--- src/rtl/pipelined_mac_multiplier.sv ---
// Channel-muxed WIDTH x WIDTH multiplier with fixed STAGES latency, an optional
// round/shift/saturate result path and a saturating multiply-accumulate register.
module pipelined_mac_multiplier #(
    parameter int WIDTH     = 32,
    parameter int CHANNELS  = 4,
    parameter int STAGES    = 2,
    parameter int FRAC_BITS = 16,
    parameter int ACC_WIDTH = 64,
    parameter bit SIGNED    = 1'b1
) (
    input  logic                          clk,
    input  logic                          rst_n,
    input  logic                          in_valid_i,
    input  logic [$clog2(CHANNELS)-1:0]   in_sel_i,
    input  logic [CHANNELS*WIDTH-1:0]     in_a_i,
    input  logic [CHANNELS*WIDTH-1:0]     in_b_i,
    input  logic                          in_mode_i,
    input  logic                          in_acc_i,
    input  logic                          in_clr_i,
    output logic                          out_valid_o,
    output logic [$clog2(CHANNELS)-1:0]   out_sel_o,
    output logic [2*WIDTH-1:0]            out_product_o,
    output logic [WIDTH-1:0]              out_result_o,
    output logic [ACC_WIDTH-1:0]          out_acc_o
);
    localparam int SW = $clog2(CHANNELS);
    localparam int PW = 2 * WIDTH;

    localparam logic [PW:0] RND = ((PW+1)'(1) << FRAC_BITS) >> 1;
    localparam logic signed [PW:0] SMAX = {{(WIDTH+2){1'b0}}, {(WIDTH-1){1'b1}}};
    localparam logic signed [PW:0] SMIN = {{(WIDTH+2){1'b1}}, {(WIDTH-1){1'b0}}};
    localparam logic signed [PW:0] UMAX = {{(WIDTH+1){1'b0}}, {WIDTH{1'b1}}};
    localparam logic signed [PW:0] SAT_MAX = SIGNED ? SMAX : UMAX;
    localparam logic signed [PW:0] SAT_MIN = SIGNED ? SMIN : '0;

    typedef struct packed {
        logic          vld;
        logic [SW-1:0] sel;
        logic          mode;
        logic          acc;
        logic          clr;
        logic [PW-1:0] prod;
    } stage_t;

    logic [WIDTH-1:0] op_a, op_b;
    logic [PW-1:0]    ext_a, ext_b;
    stage_t           s0, last;

    // Out-of-range selects leave both operands at zero.
    always_comb begin
        op_a = '0;
        op_b = '0;
        for (int k = 0; k < CHANNELS; k++) begin
            if (in_sel_i == SW'(k)) begin
                op_a = in_a_i[k*WIDTH +: WIDTH];
                op_b = in_b_i[k*WIDTH +: WIDTH];
            end
        end
        ext_a   = SIGNED ? {{WIDTH{op_a[WIDTH-1]}}, op_a} : {{WIDTH{1'b0}}, op_a};
        ext_b   = SIGNED ? {{WIDTH{op_b[WIDTH-1]}}, op_b} : {{WIDTH{1'b0}}, op_b};
        s0.vld  = in_valid_i;
        s0.sel  = in_sel_i;
        s0.mode = in_mode_i;
        s0.acc  = in_acc_i;
        s0.clr  = in_clr_i;
        s0.prod = ext_a * ext_b;
    end

    // The output register is the final stage, so STAGES-1 intermediate registers.
    if (STAGES == 1) begin : g_direct
        assign last = s0;
    end else begin : g_pipe
        stage_t pipe_q [STAGES-1];
        always_ff @(posedge clk or negedge rst_n) begin
            if (!rst_n) begin
                for (int i = 0; i < STAGES-1; i++) pipe_q[i] <= '0;
            end else begin
                pipe_q[0] <= s0;
                for (int i = 1; i < STAGES-1; i++) pipe_q[i] <= pipe_q[i-1];
            end
        end
        assign last = pipe_q[STAGES-2];
    end

    logic [PW:0]          prod_x, rx;
    logic signed [PW:0]   t;
    logic [WIDTH-1:0]     result_d;
    logic [ACC_WIDTH-1:0] pe, acc_sat, acc_d, acc_q;
    logic [ACC_WIDTH:0]   sum;
    logic                 ovf;

    always_comb begin
        prod_x = SIGNED ? {last.prod[PW-1], last.prod} : {1'b0, last.prod};
        rx     = prod_x + RND;
        t      = $signed(rx) >>> FRAC_BITS;
        if (!last.mode)       result_d = last.prod[WIDTH-1:0];
        else if (t > SAT_MAX) result_d = SAT_MAX[WIDTH-1:0];
        else if (t < SAT_MIN) result_d = SAT_MIN[WIDTH-1:0];
        else                  result_d = t[WIDTH-1:0];
    end

    // One extra sum bit exposes overflow; saturate instead of wrapping.
    always_comb begin
        if (SIGNED) begin
            pe      = ACC_WIDTH'($signed(last.prod));
            sum     = {acc_q[ACC_WIDTH-1], acc_q} + {pe[ACC_WIDTH-1], pe};
            ovf     = sum[ACC_WIDTH] ^ sum[ACC_WIDTH-1];
            acc_sat = sum[ACC_WIDTH] ? {1'b1, {(ACC_WIDTH-1){1'b0}}}
                                     : {1'b0, {(ACC_WIDTH-1){1'b1}}};
        end else begin
            pe      = ACC_WIDTH'(last.prod);
            sum     = {1'b0, acc_q} + {1'b0, pe};
            ovf     = sum[ACC_WIDTH];
            acc_sat = '1;
        end
        acc_d = last.clr ? pe : (ovf ? acc_sat : sum[ACC_WIDTH-1:0]);
    end

    logic                 valid_q;
    logic [SW-1:0]        sel_q;
    logic [PW-1:0]        product_q;
    logic [WIDTH-1:0]     result_q;

    always_ff @(posedge clk or negedge rst_n) begin
        if (!rst_n) begin
            valid_q   <= 1'b0;
            sel_q     <= '0;
            product_q <= '0;
            result_q  <= '0;
            acc_q     <= '0;
        end else begin
            valid_q <= last.vld;
            if (last.vld) begin
                sel_q     <= last.sel;
                product_q <= last.prod;
                result_q  <= result_d;
                if (last.acc) acc_q <= acc_d;
            end
        end
    end

    assign out_valid_o   = valid_q;
    assign out_sel_o     = sel_q;
    assign out_product_o = product_q;
    assign out_result_o  = result_q;
    assign out_acc_o     = acc_q;
endmodule

--- config.mk ---
export PLATFORM = sky130hd
export DESIGN_NAME = pipelined_mac_multiplier
export DESIGN_NICKNAME = d
export VERILOG_FILES = /design/src/rtl/pipelined_mac_multiplier.sv
export SDC_FILE = /design/constraint.sdc
export NUM_CORES = 2
export LEC_CHECK = 0
export ABC_CLOCK_PERIOD_IN_PS = 7600
export BUFFER_PORTS_ARGS = -buffer_cell sky130_fd_sc_hd__buf_4
export CORE_MARGIN = 3
export CORE_UTILIZATION = 45
export CTS_CLUSTER_SIZE = 14
export DETAILED_ROUTE_END_ITERATION = 8
export PLACE_DENSITY_LB_ADDON = 0.25
export SKIP_LAST_GASP = 1
export SLEW_MARGIN = 20
export SYNTH_ARGS = -nofsm -noshare
export SYNTH_HDL_FRONTEND = slang
export SYNTH_SLANG_ARGS = --single-unit
--- constraint.sdc ---
create_clock -name clk -period 7.6 [get_ports clk]
set_input_delay 1.52 -clock clk [delete_from_list [all_inputs] [get_ports clk]]
set_output_delay 1.52 -clock clk [all_outputs]
set_load 0.1 [all_outputs]
# Word-level counts from Yosys, hierarchy flattened
# Index checks and enable logic that the tools add are counted.
word_totals:
  out_inout_bits: 163
  word_cells: 36
  in_bits: 264
  ff_bits: 233
classes:
  add_sub_neg: 2
  n_mul: 1
  reduce_logical: 2
  bitwise: 1
  eq_ne: 3
  n_lt_le_gt_ge: 2
  n_mux: 14
ops:
  columns: ["op", "n"]
  rows:
  - ["2-to-1 mux 32 bit", 11]
  - ["2-to-1 mux 64 bit", 3]
  - ["adder 64 x 17 -> 65 bit, second input constant", 1]
  - ["adder 64 x 64 -> 65 bit", 1]
  - ["multiplier 32 x 32 -> 64 bit", 1]
  - ["greater-than comparator 49 x 32 -> 1 bit, second input constant", 1]
  - ["less-than comparator 49 x 32 -> 1 bit, second input constant", 1]
  - ["== test 2 bit, second input constant", 2]
  - ["== test 2 x 1 -> 1 bit, second input constant", 1]
  - ["zero test 2 bit", 1]
  - ["AND reduction 2 bit", 1]
  - ["XOR 1 bit", 1]

# Depth between registers and ports, before layout
logic_depth:
  ltp_word: 6
  depth_mapped: 37
  depth_no_buf: 33

# Worst setup path before layout
# OpenSTA, ideal clock, no wires.
synth_timing:
  path_type: "input-to-reg"
  start: "input in_sel_i[0]"
  end: "register g_pipe.pipe_q, in the netlist pe[60]"
  n_path_buf: 3
  slack_ns: -3.085
  stages: 34
  arrival_time_ns: 10.605
  setup_ns: 0.080
  required_time_ns: 7.520
  cell_sequence: "clkbuf_1 -> clkbuf_1 -> buf_1 -> mux2i_1 -> nand2_1 -> o21a_1 -> nand2_1 -> inv_1 -> fa_1 -> inv_1 -> fa_1 -> inv_1 -> fa_1 -> fa_1 -> inv_1 -> fa_1 -> inv_1 -> fa_1 -> inv_1 -> fa_1 -> inv_1 -> fa_1 -> ha_1 -> a21o_1 -> a21o_1 -> a21o_1 -> a21o_1 -> a21o_1 -> a211o_1 -> a21oi_1 -> o21ai_0 -> a21o_1 -> a21oi_1 -> xnor2_1"
synth_lines:
  columns: ["element", "line_no", "source"]
  rows:
  - ["start, declared", "14", "input logic [$clog2(CHANNELS)-1:0] in_sel_i,"]
  - ["end, declared", "73", "stage_t pipe_q [STAGES-1];"]

==> summary.md <==
| Metric | Value |
|---|---|
| Outcome | `finished, violations left` |
| Violations in the final reports | `setup timing` |
| Total via count after detailed routing | `44515` |
| Growth of design area from synthesis to finish | `28.34%` |
| Die area | `0.1174 mm2` |
| Global-route wire length before repair | `279.7 mm` |
| HPWL Detailed | `155.5 mm` |
| IO buf count | `426` |
| Total of flip-flops plus latches after synthesis | `233` |
| Count of maximum capacitance violations | `0` |
| Number of buffers created by CTS | `23` |
| Number of nets in the final layout | `8281` |
| Share of the synthesized area in compound gates (AO/OA/AOI/OAI) | `9.365%` |
| Total global-route track usage | `31.43%` |
| Clock transition at the register clock pins on the worst setup and hold paths after CTS | `0.06 ns` |
| Post-layout worst setup margin | `-1.427 ns` |
| Clock latency at the later pin of the worst-skew pair | `0.54 ns` |
| GRT overflow | `0` |
| Fraction of the core area covered by cells at the end of the flow | `58.66%` |
| WL per Instance | `22.72 um` |
| Hold buffer count at cts | `0` |
| Final-report max-slew violation count | `0` |
| Avg Synthesized Cell Area | `8.985 um2` |
| Crit. End Element | `flop` |
| Post-Route WL | `186.1 mm` |
| Summed instance area of the synthesized netlist | `0.05100 mm2` |
| Max frequency | `110.8 MHz` |
| I/O pins | `427` |
| Post-layout minimum cycle time | `9.027 ns` |
| Setup repair after global routing missed its margin | `true` |
| Clock root buffer | `sky130_fd_sc_hd__clkbuf_16` |
| Multiplexer share of the synthesized area | `4.286%` |
| Commonest cells after routing, fill and taps aside | `sky130_fd_sc_hd__buf_4 (1106), sky130_fd_sc_hd__fa_1 (1020), sky130_fd_sc_hd__inv_1 (984)` |
| Weighted congestion reported at the end of routability-driven placement | `1.007` |
| Setup skew after layout | `0.02363 ns` |
| Pin count of the biggest net entering global routing | `137` |
| Die Y | `342.6 um` |
| Worst path max stage delay | `0.60 ns` |
| Post-detailed-route count of antenna-violating nets | `0` |
| Seq/Total Area, Yosys | `11.43%` |
| Post-synthesis share of cell area spent on full adders, half adders and majority gates | `48.62%` |
| Starting density of the core | `45.70%` |
| Flop2flop setup slack | `2.37 ns` |
| Antenna violations before repair | `2` |
| Required time worst endpoint | `8.06 ns` |
| Count of different cell masters after synthesis | `74` |
| Sink count of the clock tree | `233` |
| Detailed-route vias per instance | `5.437` |
| Number of levels in the clock H-tree | `1` |
| Most common cell after layout, fill and taps aside | `sky130_fd_sc_hd__buf_4` |
| Worst rel slew slack | `29.86%` |
| CTS tree | `done` |
| Startpoint types | `primary input` |
| WS Path Type | `primary input to flop` |
| Final Hold Viols | `0` |
| Final-report setup violation count | `52` |
| Share of the cycle needed by the critical path after routing | `118.8%` |
| Vias in the first global route | `46100` |
| YS warnings | `0` |
| CTS Buffer Depth | `3` |
| Tightest Hold Check Type | `flop to flop` |
| Iter 0 DRT Violations | `3690` |
| Measured slew at the worst slew-check pin | `1.052 ns` |
| Number of detailed-routing iterations run before antenna repair | `6` |
| Mapped Nets | `7272` |
| Cell types occupying the most area after synthesis | `sky130_fd_sc_hd__fa_1 (43%), sky130_fd_sc_hd__dfrtp_1 (11%), sky130_fd_sc_hd__inv_1 (7.4%), sky130_fd_sc_hd__ha_1 (6.1%), sky130_fd_sc_hd__nand2_1 (5.4%)` |
| Die X | `342.6 um` |
| Simple-Gate Fraction of Synth Area | `13.60%` |
| Top cell type's share of synthesized area | `42.51%` |
| Post-synth EDFFs | `0` |
| Cell repeated most along the worst path | `sky130_fd_sc_hd__fa_1` |
| Number of design rule violations left after detail routing | `0` |
| Parity-gate share of the synthesized area counting xor and xnor cells | `2.868%` |
| Core region area | `0.1116 mm2` |
| Count of mapped cells out of synthesis | `5676` |
| Yosys top cell by area | `sky130_fd_sc_hd__fa_1` |
| Maximum net fanout on the critical path | `7` |
| Synth async-reset ratio | `100.0%` |
| Ratio of cells with drive above 1 in the final layout | `26.63%` |
| Ys flop type | `sky130_fd_sc_hd__dfrtp_1` |
| WP data arrival | `9.49 ns` |
| Largest family of logic cells by synthesized area | `adder cells` |
| Placement row count | `122` |
| Worst path slowest cell | `sky130_fd_sc_hd__fa_2` |
-- final cells by class --
cell class | instances | area [um2]
fill | 9833 | 46130
multi-input combinational | 4123 | 41720
timing repair buffer | 1291 | 11460
sequential | 233 | 5834
inverter | 1013 | 3810
tap | 1488 | 1862
clock buffer | 30 | 641.9
clock inverter | 8 | 125.1
antenna | 2 | 5.005
-- metal layers --
layer | part of all wire [%] | global-route usage (%) | vias to the layer above
li1 | - | - | 19521
met1 | 40 | 43.26 | 22361
met2 | 45 | 49.57 | 2267
met3 | 11 | 7.065 | 366
met4 | 3.9 | 9.932 | 0
met5 | 0 | 0 | -
-- worst max-delay path: cells and delay by family --
family	cells	cell delay (ns)
xor gates and xnor gates	1	0.15
adders and majority gates	9	4.30
buffers and inverters	7	0.89
AOI/OAI and AO/OA	7	1.56
muxes	1	0.57
and+or+nand+nor	4	0.44
-- worst paths after layout --
path                                  to               from  depth (start not counted)
setup reg to reg           out_acc_o[22]       out_acc_o[0]                         16
hold / removal              out_sel_o[1]  g_pipe.pipe_q[68]                          1
setup / recovery                  pe[63]        in_sel_i[0]                         29
min in group asynchronous  out_acc_o[49]              rst_n                          1
hold reg to reg             out_sel_o[1]  g_pipe.pipe_q[68]                          1
max in group asynchronous         pe[25]              rst_n                          2
-- sequential cells by signal, summed over array words and instances (netlist names) --
register,count
g_pipe.pipe_q,6
out_acc_o,64
out_result_o,32
out_product_o,64
out_sel_o,2
out_valid_o,1
pe,64
-- repair_timing --
item                                    in CTS  in global routing
endpoints found under the setup margin      53                 53
gates cloned                                 5                  2
hold endpoints to repair                     0                  0
gates resized for setup                    242                127
buffers inserted                            87                 56
pin swaps                                  149                114
-- cell families (layout without fill, tap and decap cells) --
family / count (synthesis) / in the layout
xor+xnor: 167 / 167
mux: 192 / 192
simple gates: 1660 / 1660
fa+ha+maj: 1332 / 1332
buf+inv: 1320 / 2342
compound gates: 772 / 772
other cells: 0 / 2
flops: 233 / 233
-- per-stage QoR --
step                      setup TNS [ns]  setup WS (ns)  hold WS (ns)  area (um2)  cells
after floorplan                   -48.99         -1.977        0.3519       51780   5676
after global placement            -80.89         -2.137        0.4600       61820   8007
after detailed placement          -85.00         -2.288        0.4756       61820   8007
after CTS                         -40.44         -1.321        0.4928       64500   8132
after global routing              -55.39         -1.542        0.5041       65450   8187
final                             -46.40         -1.427        0.4921       65450   8188
-- cells in the mapped netlist (all sizes together) (69+ instances only) --
library cell and n:
o21ai 238, a21o 104, xnor2 107, a21oi 219, nor2 619, inv 1012, mux2 121, dfrtp 233
o21a 69, clkbuf 266, ha 249, nand2 734, fa 1083
Power is left out: the tool's default activity adds up to more than one toggle a clock period on the data nets, which glitch-free logic cannot reach.
